$ cat config.mk
export PLATFORM = sky130hd
export DESIGN_NAME = adc_acq_ctrl
export DESIGN_NICKNAME = d
export VERILOG_FILES = /design/src/rtl/adc_acq_ctrl.sv
export SDC_FILE = /design/constraint.sdc
export NUM_CORES = 1
export LEC_CHECK = 0
export CORE_ASPECT_RATIO = 1.75
export CORE_MARGIN = 2
export CORE_UTILIZATION = 45
export DETAILED_ROUTE_END_ITERATION = 12
export DONT_BUFFER_PORTS = 1
export GPL_TIMING_DRIVEN = 0
export PLACE_DENSITY_LB_ADDON = 0.15
export RECOVER_POWER = 100
export SYNTH_ARGS = -nofsm -noshare
export SYNTH_HDL_FRONTEND = slang
export SYNTH_SLANG_ARGS = --single-unit
$ cat constraint.sdc
create_clock -name i_clk -period 3.78 [get_ports i_clk]
set_clock_uncertainty 0.15 [all_clocks]
set_input_delay 1.134 -clock i_clk [delete_from_list [all_inputs] [get_ports i_clk]]
set_output_delay 1.134 -clock i_clk [all_outputs]
set_load 0.02 [all_outputs]
$ cat src/rtl/adc_acq_ctrl.sv
// Purpose : ADC capture sequencer; arms on command, waits for an i_sync edge (or
//           fires at once), waits a programmable delay, then writes len+1 samples.
// Latency : first RAM write D+1 cycles after trigger acceptance; all outputs registered.
// Backpressure: none; the RAM write port always accepts, the burst is never stalled.
//
// Ports:
//   i_clk, i_rst_n         ADC sample clock, asynchronous active-low reset
//   i_arm, i_abort         single-cycle commands from the register block (abort wins)
//   i_len, i_delay         capture length minus one, post-trigger delay in cycles
//   i_trig_mode            00 immediate, 01 rising, 10 falling, 11 either edge of i_sync
//   i_sync                 asynchronous trigger, synchronised internally
//   i_adc_data             retimed ADC sample
//   o_ram_we/addr/data     capture RAM port-B write port
//   o_busy, o_done         status: busy in ARMED/DELAY/CAPTURE, sticky done
//   o_missed               saturating count of trigger edges seen while already triggered
//   o_state                state code (IDLE=0, ARMED=1, DELAY=2, CAPTURE=3, DONE=4)

module adc_acq_ctrl #(
    parameter int ADDR_W = 13,
    parameter int DATA_W = 14,
    parameter int DLY_W  = 16
) (
    input  logic              i_clk,
    input  logic              i_rst_n,
    input  logic              i_arm,
    input  logic              i_abort,
    input  logic [ADDR_W-1:0] i_len,
    input  logic [DLY_W-1:0]  i_delay,
    input  logic [1:0]        i_trig_mode,
    input  logic              i_sync,
    input  logic [DATA_W-1:0] i_adc_data,
    output logic              o_ram_we,
    output logic [ADDR_W-1:0] o_ram_addr,
    output logic [15:0]       o_ram_data,
    output logic              o_busy,
    output logic              o_done,
    output logic [7:0]        o_missed,
    output logic [2:0]        o_state
);

    localparam logic [2:0] ST_IDLE    = 3'd0;
    localparam logic [2:0] ST_ARMED   = 3'd1;
    localparam logic [2:0] ST_DELAY   = 3'd2;
    localparam logic [2:0] ST_CAPTURE = 3'd3;
    localparam logic [2:0] ST_DONE    = 3'd4;

    logic [2:0]        sync_z;
    logic              sync_rise;
    logic              sync_fall;
    logic              trig;
    logic              edge_hit;
    logic              arm_ok;
    logic              in_window;

    logic [2:0]        state;
    logic [ADDR_W-1:0] len_q;
    logic [DLY_W-1:0]  dly_q;
    logic [1:0]        mode_q;
    logic [ADDR_W-1:0] addr_cnt;
    logic [DLY_W-1:0]  dly_cnt;
    logic              done_q;
    logic [7:0]        missed_q;

    // Two flops for metastability, the third gives the previous level for edge detection.
    always_ff @(posedge i_clk or negedge i_rst_n) begin
        if (!i_rst_n) begin
            sync_z <= 3'b000;
        end else begin
            sync_z <= {sync_z[1:0], i_sync};
        end
    end

    always_comb begin
        sync_rise = sync_z[1] & ~sync_z[2];
        sync_fall = ~sync_z[1] & sync_z[2];
        trig      = 1'b0;
        edge_hit  = 1'b0;
        // Trigger selection always uses the mode latched at arm time.
        case (mode_q)
            2'b00: begin
                trig     = 1'b1;
                edge_hit = 1'b0;
            end
            2'b01: begin
                trig     = sync_rise;
                edge_hit = sync_rise;
            end
            2'b10: begin
                trig     = sync_fall;
                edge_hit = sync_fall;
            end
            default: begin
                trig     = sync_rise | sync_fall;
                edge_hit = sync_rise | sync_fall;
            end
        endcase
        arm_ok    = i_arm & ~i_abort & ((state == ST_IDLE) | (state == ST_DONE));
        in_window = (state == ST_DELAY) | (state == ST_CAPTURE);
    end

    // Sequencer: the address counter is only meaningful in CAPTURE, the delay
    // counter only in DELAY.
    always_ff @(posedge i_clk or negedge i_rst_n) begin
        if (!i_rst_n) begin
            state    <= ST_IDLE;
            len_q    <= '0;
            dly_q    <= '0;
            mode_q   <= 2'b00;
            addr_cnt <= '0;
            dly_cnt  <= '0;
            done_q   <= 1'b0;
        end else if (i_abort) begin
            // Shadow registers and done flag are deliberately left untouched.
            state <= ST_IDLE;
        end else begin
            case (state)
                ST_IDLE, ST_DONE: begin
                    if (i_arm) begin
                        state  <= ST_ARMED;
                        len_q  <= i_len;
                        dly_q  <= i_delay;
                        mode_q <= i_trig_mode;
                        done_q <= 1'b0;
                    end
                end
                ST_ARMED: begin
                    if (trig) begin
                        if (dly_q != '0) begin
                            state   <= ST_DELAY;
                            dly_cnt <= dly_q - DLY_W'(1);
                        end else begin
                            state    <= ST_CAPTURE;
                            addr_cnt <= '0;
                        end
                    end
                end
                ST_DELAY: begin
                    if (dly_cnt == '0) begin
                        state    <= ST_CAPTURE;
                        addr_cnt <= '0;
                    end else begin
                        dly_cnt <= dly_cnt - DLY_W'(1);
                    end
                end
                ST_CAPTURE: begin
                    // Compare before increment so len = all-ones never wraps.
                    if (addr_cnt == len_q) begin
                        state  <= ST_DONE;
                        done_q <= 1'b1;
                    end else begin
                        addr_cnt <= addr_cnt + ADDR_W'(1);
                    end
                end
                default: begin
                    state <= ST_IDLE;
                end
            endcase
        end
    end

    // Missed-trigger counter: edges arriving after the trigger was already taken.
    always_ff @(posedge i_clk or negedge i_rst_n) begin
        if (!i_rst_n) begin
            missed_q <= 8'd0;
        end else if (arm_ok) begin
            missed_q <= 8'd0;
        end else if (in_window && edge_hit && (missed_q != 8'hFF)) begin
            missed_q <= missed_q + 8'd1;
        end
    end

    // Output stage: one register behind the sequencer, except that abort
    // forces the write enable and busy low on the abort edge itself.
    always_ff @(posedge i_clk or negedge i_rst_n) begin
        if (!i_rst_n) begin
            o_ram_we   <= 1'b0;
            o_ram_addr <= '0;
            o_ram_data <= 16'd0;
            o_busy     <= 1'b0;
            o_done     <= 1'b0;
            o_missed   <= 8'd0;
            o_state    <= ST_IDLE;
        end else begin
            o_ram_we   <= ~i_abort & (state == ST_CAPTURE);
            o_ram_addr <= addr_cnt;
            o_ram_data <= {{(16-DATA_W){1'b0}}, i_adc_data};
            o_busy     <= ~i_abort & ((state == ST_ARMED) | (state == ST_DELAY) |
                                      (state == ST_CAPTURE));
            o_done     <= done_q;
            o_missed   <= missed_q;
            o_state    <= i_abort ? ST_IDLE : state;
        end
    end

endmodule

-- After elaboration in Yosys (flattened, before gate mapping)
Cells that the tools add are included.
- bits of input ports: 50
- output and inout port bits: 43
- register bits: 116
- word-level logic and storage cells: 94
- mux-type cells: 24
- reductions and logical operators: 16
- $add $sub $neg: 4
- bitwise operators: 14
- eq/ne operators: 20
- operator list (cell ; count):
    13-bit two-way mux ; 4
    16-bit two-way mux ; 3
    13-bit one-hot mux with 3 select lines ; 1
    16-bit one-hot mux with 2 select lines ; 1
    16-bit by 1-bit subtractor with 16-bit output, second input constant ; 2
    3-bit two-way mux ; 6
    16-bit zero test ; 1
    8-bit two-way mux ; 2
    16-bit nonzero test ; 1
    13-bit by 1-bit adder with 13-bit output, second input constant ; 1
    13-bit == test ; 1
    2-bit != test, second input constant ; 6
    3-bit one-hot mux with 4 select lines ; 1
    8-bit by 1-bit adder with 8-bit output, second input constant ; 1
    8-bit != test, second input constant ; 1
    4-bit AND reduction ; 2
    1-bit AND ; 6
    3-bit by 2-bit == test with 1-bit output, second input constant ; 2
    3-bit by 2-bit != test with 1-bit output, second input constant ; 2
    3-bit != test, second input constant ; 2
    1-bit one-hot mux with 3 select lines ; 2
    6-bit AND reduction ; 1
    2-bit nonzero test ; 3
    1-bit OR ; 5
    other kinds (15) ; 21

-- Depth between registers and ports, before layout
Gate-level depths: netlist (run 1).
- depth in word-level cells: 8
- mapped depth: 12

-- Worst setup path before layout (run 1)
No wires, ideal clock.
- path kind: register to register
- from: register state[1]
- to: register dly_cnt[12]
- slack: 0.414 ns
- stages on the path, launching flop included: 13
- library setup time: 0.121 ns
- arrival: 3.095 ns
- path buffers: 3
- clock period less this slack: 3.366 ns
- cell sequence: dfrtp_1 clkbuf_1 nor3b_1 clkbuf_1 clkbuf_1 mux2i_1 ha_1 nor4b_1 nand4_1 o2bb2a_1 xnor2_1 o32ai_1 a22o_1
- word-level cells in the longest chain between the ends: 3
- elaborated cells on any way between the ends: 8
- ends and longest elaborated chain (what ; line ; source):
    from (decl) ; 55 ; logic [2:0] state;
    from (signal assigned) ; 105 ; state <= ST_IDLE;
    from (signal assigned) ; 114 ; state <= ST_IDLE;
    from (signal assigned) ; 119 ; state <= ST_ARMED;
    3-bit by 1-bit == test with 1-bit output / 3-bit by 2-bit == test with 1-bit output (equally long branches) ; 116 ; case (state)
    2-bit != test (no source line) / 2-bit nonzero test (equally long branches) ; - ;
    5-bit AND reduction (no source line) ; - ;
    to (signal assigned) ; 130 ; dly_cnt <= dly_q - DLY_W'(1);
    to (signal assigned) ; 142 ; dly_cnt <= dly_cnt - DLY_W'(1);
    to (decl) ; 60 ; logic [DLY_W-1:0] dly_cnt;
Parallel ways exist; a longest one is shown, timed or not.
A chain may end at the register's enable or synchronous reset.

-- Worst setup path after layout (run 1)
- from: register sync_z[1]
- to: register dly_cnt[3]
- word-level cells in the longest chain between the ends: 6
- elaborated cells on any way between the ends: 7
- ends and longest elaborated chain (what ; line ; source):
    from (decl) ; 47 ; logic [2:0] sync_z;
    from (signal assigned) ; 69 ; sync_z <= {sync_z[1:0], i_sync};
    1-bit NOT ; 75 ; sync_fall = ~sync_z[1] & sync_z[2];
    1-bit AND ; 75 ;
    1-bit OR ; 93 ; trig = sync_rise | sync_fall;
    1-bit one-hot mux with 3 select lines (*) ; 79 ; case (mode_q)
    2-bit != test (no source line) (*) ; - ;
    5-bit AND reduction (no source line) (*) ; - ;
Every way passes the cells marked *; elsewhere a longest branch is shown, timed or not.

==> key figures, run 1 <==
Min path
  • Hold path startpoint: done_q
  • Hold Crit Class: flip-flop to flip-flop
  • Hold-critical path depth: 0
  • End of the worst hold path: o_done

Yosys
  • Synth unique cells: 63
  • Post-synth top flop: dfrtp_1
  • Seq/Total Area, Yosys: 55.4%
  • Most instantiated cells after synthesis: dfrtp_1 (116), mux2_2 (32), nand2_1 (29)
  • Post-synthesis instance area: 5240 um2
  • Flops & latches, synth: 116
  • Yosys warning total: 0
  • Leading area contributor after synthesis: dfrtp_1
  • Synth Area per Inst: 11.5 um2
  • Asr flop ratio synth: 100%
  • Most frequent cell after synthesis: dfrtp_1
  • Top cell type's share of synthesized area: 55.4%
  • Cells after Synth: 455
  • Synth area leaders: dfrtp_1 (55%), mux2_2 (6.9%), xor2_1 (3.3%)
  • Number of synthesized flops with an enable pin: 0

CTS
  • Skew-Pair Late Insertion Delay: 0.41 ns
  • Cts bufs inserted: 17
  • Htree depth: 4
  • Setup repair bufs after CTS: 0
  • Clock-pin slew on the worst setup and hold paths: 0.06 ns
  • TritonCTS clock tree: built
  • CTS sink count: 116
  • Hold Buf Count CTS: 0
  • Root buf cell: clkbuf_16
  • Clock tree buffer depth: 2

Setup path
  • Crit. End Element: flip-flop
  • CP max FO: 10
  • WP data required: 3.91 ns
  • R2R cell count: 9
  • Slowest stage delay, CP: 0.90 ns
  • Crit-path cells: inv_1 -> ha_1 -> nand2b_1 -> a31o_1 -> or4_1 -> a221oi_1 -> clkbuf_1 -> o21ai_1 -> o2bb2ai_1
  • FF-to-FF Start: sync_z[1]
  • WP data arrival: 3.63 ns
  • Crit start category: flip-flop
  • R2r setup slk: 0.28 ns
  • R2R Path End: dly_cnt[3]
  • Type of the worst setup path: flip-flop to flip-flop
  • CP max-delay cell: a221oi_1

Die
  • Ports: 93
  • Die H: 147 um
  • Horiz. Die Dim: 85.6 um
  • DIE AREA: 12600 um2
  • Initial Utilization: 45.8%
  • Placement Rows: 52
  • Core Region: 11500 um2

Layout
  • Layout cells sized above 1: 15.6%
  • Antenna cells: 0
  • Synthesis-to-layout area growth: 14.7%
  • Fin cells: 622
  • Final net count: 529

Routing
  • ANT nets after route: 0
  • DRC violations left: 0
  • Starting DRT DRC Count: 203
  • DR pass1 iterations: 4
  • Vias: 3667
  • DR WL/cell: 19.9 um
  • WL final: 12400 um
  • Avg Vias per Cell: 5.90

Placement
  • Gpl congestion: 0.940
  • DPL Wire Length: 8860 um
  • Pre-CTS WS: -0.394 ns
  • IO buf count: 0
  • Dpl cells: 591

GRT
  • Vias in the first global route: 3794
  • First-pass GRT wire length: 19800 um
  • Global routing's busiest layer: met2
  • Total congestion overflow: 0
  • GR Util met3: 5.39%
  • Initial antenna violation count: 1
  • GR Util met1: 21.5%
  • Largest net degree at the start of global routing: 117
  • Grt met2 use: 38.0%
  • Gr usage total: 20.8%

Timing
  • Max Slew Vio Count: 0
  • Rel. slew slack: 29.9%
  • Fin. Hold Viols: 0
  • Finish-stage setup viols: 0
  • F_max: 0.286 GHz
  • WHS: 0.225 ns
  • Setup ws final: 0.281 ns
  • RSZ-0062 raised after global routing: no
  • Final worst path period need: 3.50 ns
  • Measured slew at the worst slew-check pin: 1.05 ns
  • Post-route clock period utilization: 92.6%

Power
  • Pwr Density: 774 nW/um2
  • Pleak: 0.00256 uW
  • Peak VDD IR: 374 uV

Status
  • Status: complete, no violations

Run
  • Max cap viols: 0
==> cells in the final DEF (no fill, tap or decap), types with 4 or more instances in the layout <==
master and n:
nand4_1 11, nor4_1 15, o21ai_1 6, inv_1 7, inv_6 6, nand2_1 29
a21oi_1 15, xor2_1 20, clkbuf_1 16, or4_1 12, nor4b_1 5, nor2_1 28
xnor2_1 9, and3_1 4, nor3_1 8, o31ai_1 9, a21boi_0 6, clkbuf_16 17
or3_1 4, nand2b_1 9, dfrtp_1 116, mux2_2 32, ha_1 5, o21ai_0 10
mux2i_1 10, nand3_1 12
==> metal layers <==
layer  vias to the layer above  routed length (um)
met5                         -                   0
met4                         0                 374
met1                      1849                4470
li1                       1705                   -
met3                        27                 464
met2                        86                7090
==> metrics by stage <==
| stage | setup TNS (ns) | total power [uW] | area [um2] | utilization (%) |
|---|---|---|---|---|
| after floorplan | 0 | 2740 | 5240 | - |
| after global routing | 0 | 4910 | 6010 | 52.5 |
| after detailed placement | -1.23 | 3050 | 5410 | 47.3 |
| after global placement | -1.17 | 3010 | 5410 | 47.3 |
| after CTS | 0 | 4680 | 6020 | 52.6 |
| final | 0 | 4650 | 6010 | 52.5 |
==> cells by family after synthesis <==
group	share of synthesized area [%]
AOI/OAI and AO/OA	10.0
xor gates and xnor gates	4.85
adders and majority gates	1.19
buffers and inverters	2.27
DFF	55.4
muxes	9.22
other	0.0716
and+or+nand+nor	17.0
==> state kept, by name, summed over array words and instances (netlist names) <==
signal / flops
addr_cnt: 13
dly_cnt: 16
dly_q: 16
done_q: 1
len_q: 13
missed_q: 8
mode_q: 2
o_busy: 1
o_done: 1
o_missed: 8
o_ram_addr: 13
o_ram_data: 14
o_ram_we: 1
o_state: 3
state: 3
sync_z: 3
==> repair_timing <==
action | in CTS | in global routing
gates resized for setup | 5 | 6
setup endpoints to repair | 4 | 4
endpoints found under the hold margin | 0 | 0
gates cloned | 0 | 0
==> where the power goes <==
group          internal [uW]  switching (uW)  total, uW
registers               1560             386       1940
logic                    529             569       1100
clock network            987             623       1610
==> cell type report <==
| class | count | area (um2) |
|---|---|---|
| Clock buffer | 17 | 425 |
| Clock inverter | 15 | 169 |
| Fill cell | 1031 | 5440 |
| Sequential cell | 116 | 2900 |
| Multi-Input combinational cell | 311 | 2220 |
| Buffer | 21 | 92.6 |
| Inverter | 7 | 26.3 |
| Tap cell | 135 | 169 |
==> how the worst max path moves through the flow <==
stage               depth (start not counted)           to      start  slack (ns)
CTS                                        12  dly_cnt[12]   state[1]        0.09
global route                               12  dly_cnt[12]   state[0]       0.008
finish                                      9   dly_cnt[3]  sync_z[1]        0.28
detailed placement                         12  dly_cnt[12]   state[1]       -0.39
floorplan                                  12  dly_cnt[12]   state[1]        0.41
global placement                           12  dly_cnt[12]   state[1]       -0.39
==> critical path: cells and delay by family, from the launching register on <==
| kind | cells | cell delay [ns] |
|---|---|---|
| AO/OA/AOI/OAI | 4 | 1.43 |
| AND/OR/NAND/NOR | 2 | 0.59 |
| buffers and inverters | 2 | 0.54 |
| flip-flops | 1 | 0.37 |
| adder cells (fa/ha/maj) | 1 | 0.27 |
Note: power is estimated with default switching activity, not from simulation.
==> run 2, diff against run 1 <==
==> constraint.sdc (replaced) <==
create_clock -name i_clk -period 4.1 [get_ports i_clk]
set_clock_uncertainty 0.15 [all_clocks]
set_input_delay 1.23 -clock i_clk [delete_from_list [all_inputs] [get_ports i_clk]]
set_output_delay 1.23 -clock i_clk [all_outputs]
set_load 0.02 [all_outputs]
==> run 2 against run 1 <==
Routed wire length shrank 0.38%. Final area is essentially flat. Register-to-register slack gained 0.12 ns. Setup slack gained 0.12 ns. Combinational power shrank 7%. Global-route usage is essentially flat. Sequential share of layout area is essentially flat. Fmax shrank 5.5%. Worst hold slack is essentially flat.
==> key figures, run 2 (synthesis gave the netlist of run 1 again) <==
Status
  • Status: complete, no violations

Min path
  • Hold Crit Class: flip-flop to flip-flop
  • End of the worst hold path: o_done
  • Hold path startpoint: done_q
  • Hold-critical path depth: 0

Routing
  • DRC violations left: 0
  • DR pass1 iterations: 4
  • Starting DRT DRC Count: 182
  • DR WL/cell: 19.8 um
  • ANT nets after route: 0
  • Vias: 3671
  • WL final: 12300 um
  • Avg Vias per Cell: 5.89

Setup path
  • Levels on crit path: 12
  • R2R cell count: 12
  • CP max-delay cell: nor3b_2
  • R2r setup slk: 0.40 ns
  • WP data arrival: 3.84 ns
  • Critical path buffers and inverters: 3
  • CP max FO: 10
  • Crit. End Element: flip-flop
  • Crit-path cells: clkbuf_1 -> nor3b_1 -> clkbuf_2 -> clkbuf_2 -> mux2i_1 -> ha_1 -> nor3b_2 -> nand4_1 -> o2bb2a_1 -> xnor2_1 -> o32ai_1 -> a22o_1
  • Type of the worst setup path: flip-flop to flip-flop
  • R2R Path End: dly_cnt[12]
  • FF-to-FF Start: state[1]
  • Crit start category: flip-flop
  • CP dominant cell by count: clkbuf_2
  • Cell family with most CP delay: buffers and inverters
  • Slowest stage delay, CP: 0.37 ns
  • WP data required: 4.24 ns

CTS
  • Htree depth: 4
  • Cts bufs inserted: 17
  • Skew-Pair Late Insertion Delay: 0.41 ns
  • Clock-pin slew on the worst setup and hold paths: 0.06 ns
  • Post-cts gate resize count: 3
  • Setup repair bufs after CTS: 0
  • TritonCTS clock tree: built
  • Root buf cell: clkbuf_16
  • Hold Buf Count CTS: 0
  • CTS sink count: 116
  • Clock tree buffer depth: 2

Layout
  • Final net count: 530
  • Commonest cells after routing, fill and taps aside: dfrtp_1 (116), mux2_2 (32), nand2_1 (29), nor2_1 (28), xor2_1 (20)
  • Core Util, Final: 52.5%
  • Antenna cells: 0
  • Largest regs: dly_cnt (16), dly_q (16), o_ram_data (14)
  • Most common cell after layout, fill and taps aside: dfrtp_1
  • Synthesis-to-layout area growth: 14.7%
  • Layout cells sized above 1: 15.6%

Placement
  • Gpl congestion: 0.940
  • DPL Wire Length: 8860 um
  • Pre-CTS WS: -0.0739 ns
  • IO buf count: 0

Timing
  • Final worst path period need: 3.70 ns
  • Rel. slew slack: 29.6%
  • RSZ-0062 raised after global routing: no
  • F_max: 0.270 GHz
  • Measured slew at the worst slew-check pin: 1.06 ns
  • Max Slew Vio Count: 0
  • Fin. Hold Viols: 0
  • Setup ws final: 0.398 ns
  • Finish-stage setup viols: 0
  • Post-route clock period utilization: 90.3%
  • Final TNS setup: 0 ns

Die
  • DIE AREA: 12600 um2
  • Initial Utilization: 45.8%
  • Die H: 147 um
  • Horiz. Die Dim: 85.6 um
  • Placement Rows: 52
  • Core Region: 11500 um2
  • Ports: 93

GRT
  • Gr usage total: 20.8%
  • Vias in the first global route: 3796
  • First-pass GRT wire length: 19800 um
  • Initial antenna violation count: 1
  • Largest net degree at the start of global routing: 117
  • Total congestion overflow: 0

Run
  • Max cap viols: 0

Power
  • Pleak: 0.00256 uW
  • Peak VDD IR: 351 uV
  • Pwr Density: 713 nW/um2
-- run 2: worst max path at each step --
stage,slack [ns],to,startpoint
floorplan,0.73,dly_cnt[12],state[1]
global placement,-0.07,dly_cnt[12],state[1]
detailed placement,-0.07,dly_cnt[12],state[1]
CTS,0.15,dly_cnt[12],state[1]
global route,0.03,dly_cnt[10],state[1]
finish,0.40,dly_cnt[12],state[1]
-- run 2: area by class of cell --
class,count,area [um2]
inverter,7,26.3
tap,135,169
sequential,116,2900
clock buffer,17,425
buffer,22,93.8
fill,1031,5440
multi-input combinational,311,2220
clock inverter,15,169
-- run 2: worst register-to-register path, stage by stage (launching register included) --
cell and delay (ns):
dfrtp_1 0.32, clkbuf_1 0.28, nor3b_1 0.30, clkbuf_2 0.29
clkbuf_2 0.31, mux2i_1 0.27, ha_1 0.32, nor3b_2 0.37
nand4_1 0.21, o2bb2a_1 0.34, xnor2_1 0.14, o32ai_1 0.11
a22o_1 0.19
-- run 2: layer usage --
layer  wire length [um]  up-vias  part of all wire (%)  track usage, %
met5                  0        -                     0               0
met4                362        0                   2.9            10.2
met1               4460     1857                    36            21.5
li1                   -     1701                     -               -
met2               7100       87                    57            37.9
met3                423       26                   3.4            5.45
-- run 2: report_power, final --
group	switching [uW]	internal, uW	leakage, uW
Sequential	348	1440	0.00148
Combinational	534	484	0.000801
Clock	573	910	0.000284
Total	1450	2830	0.00256
-- run 2: stage by stage --
stage | power [uW] | instances | cell area, um2 | hold WS, ns
2_1_floorplan | 2520 | 456 | 5240 | 0.181
3_3_place_gp | 2780 | 591 | 5410 | 0.209
3_5_place_dp | 2810 | 591 | 5410 | 0.217
4_1_cts | 4320 | 623 | 6020 | 0.228
5_1_grt | 4530 | 623 | 6010 | 0.225
6_report | 4280 | 623 | 6010 | 0.225
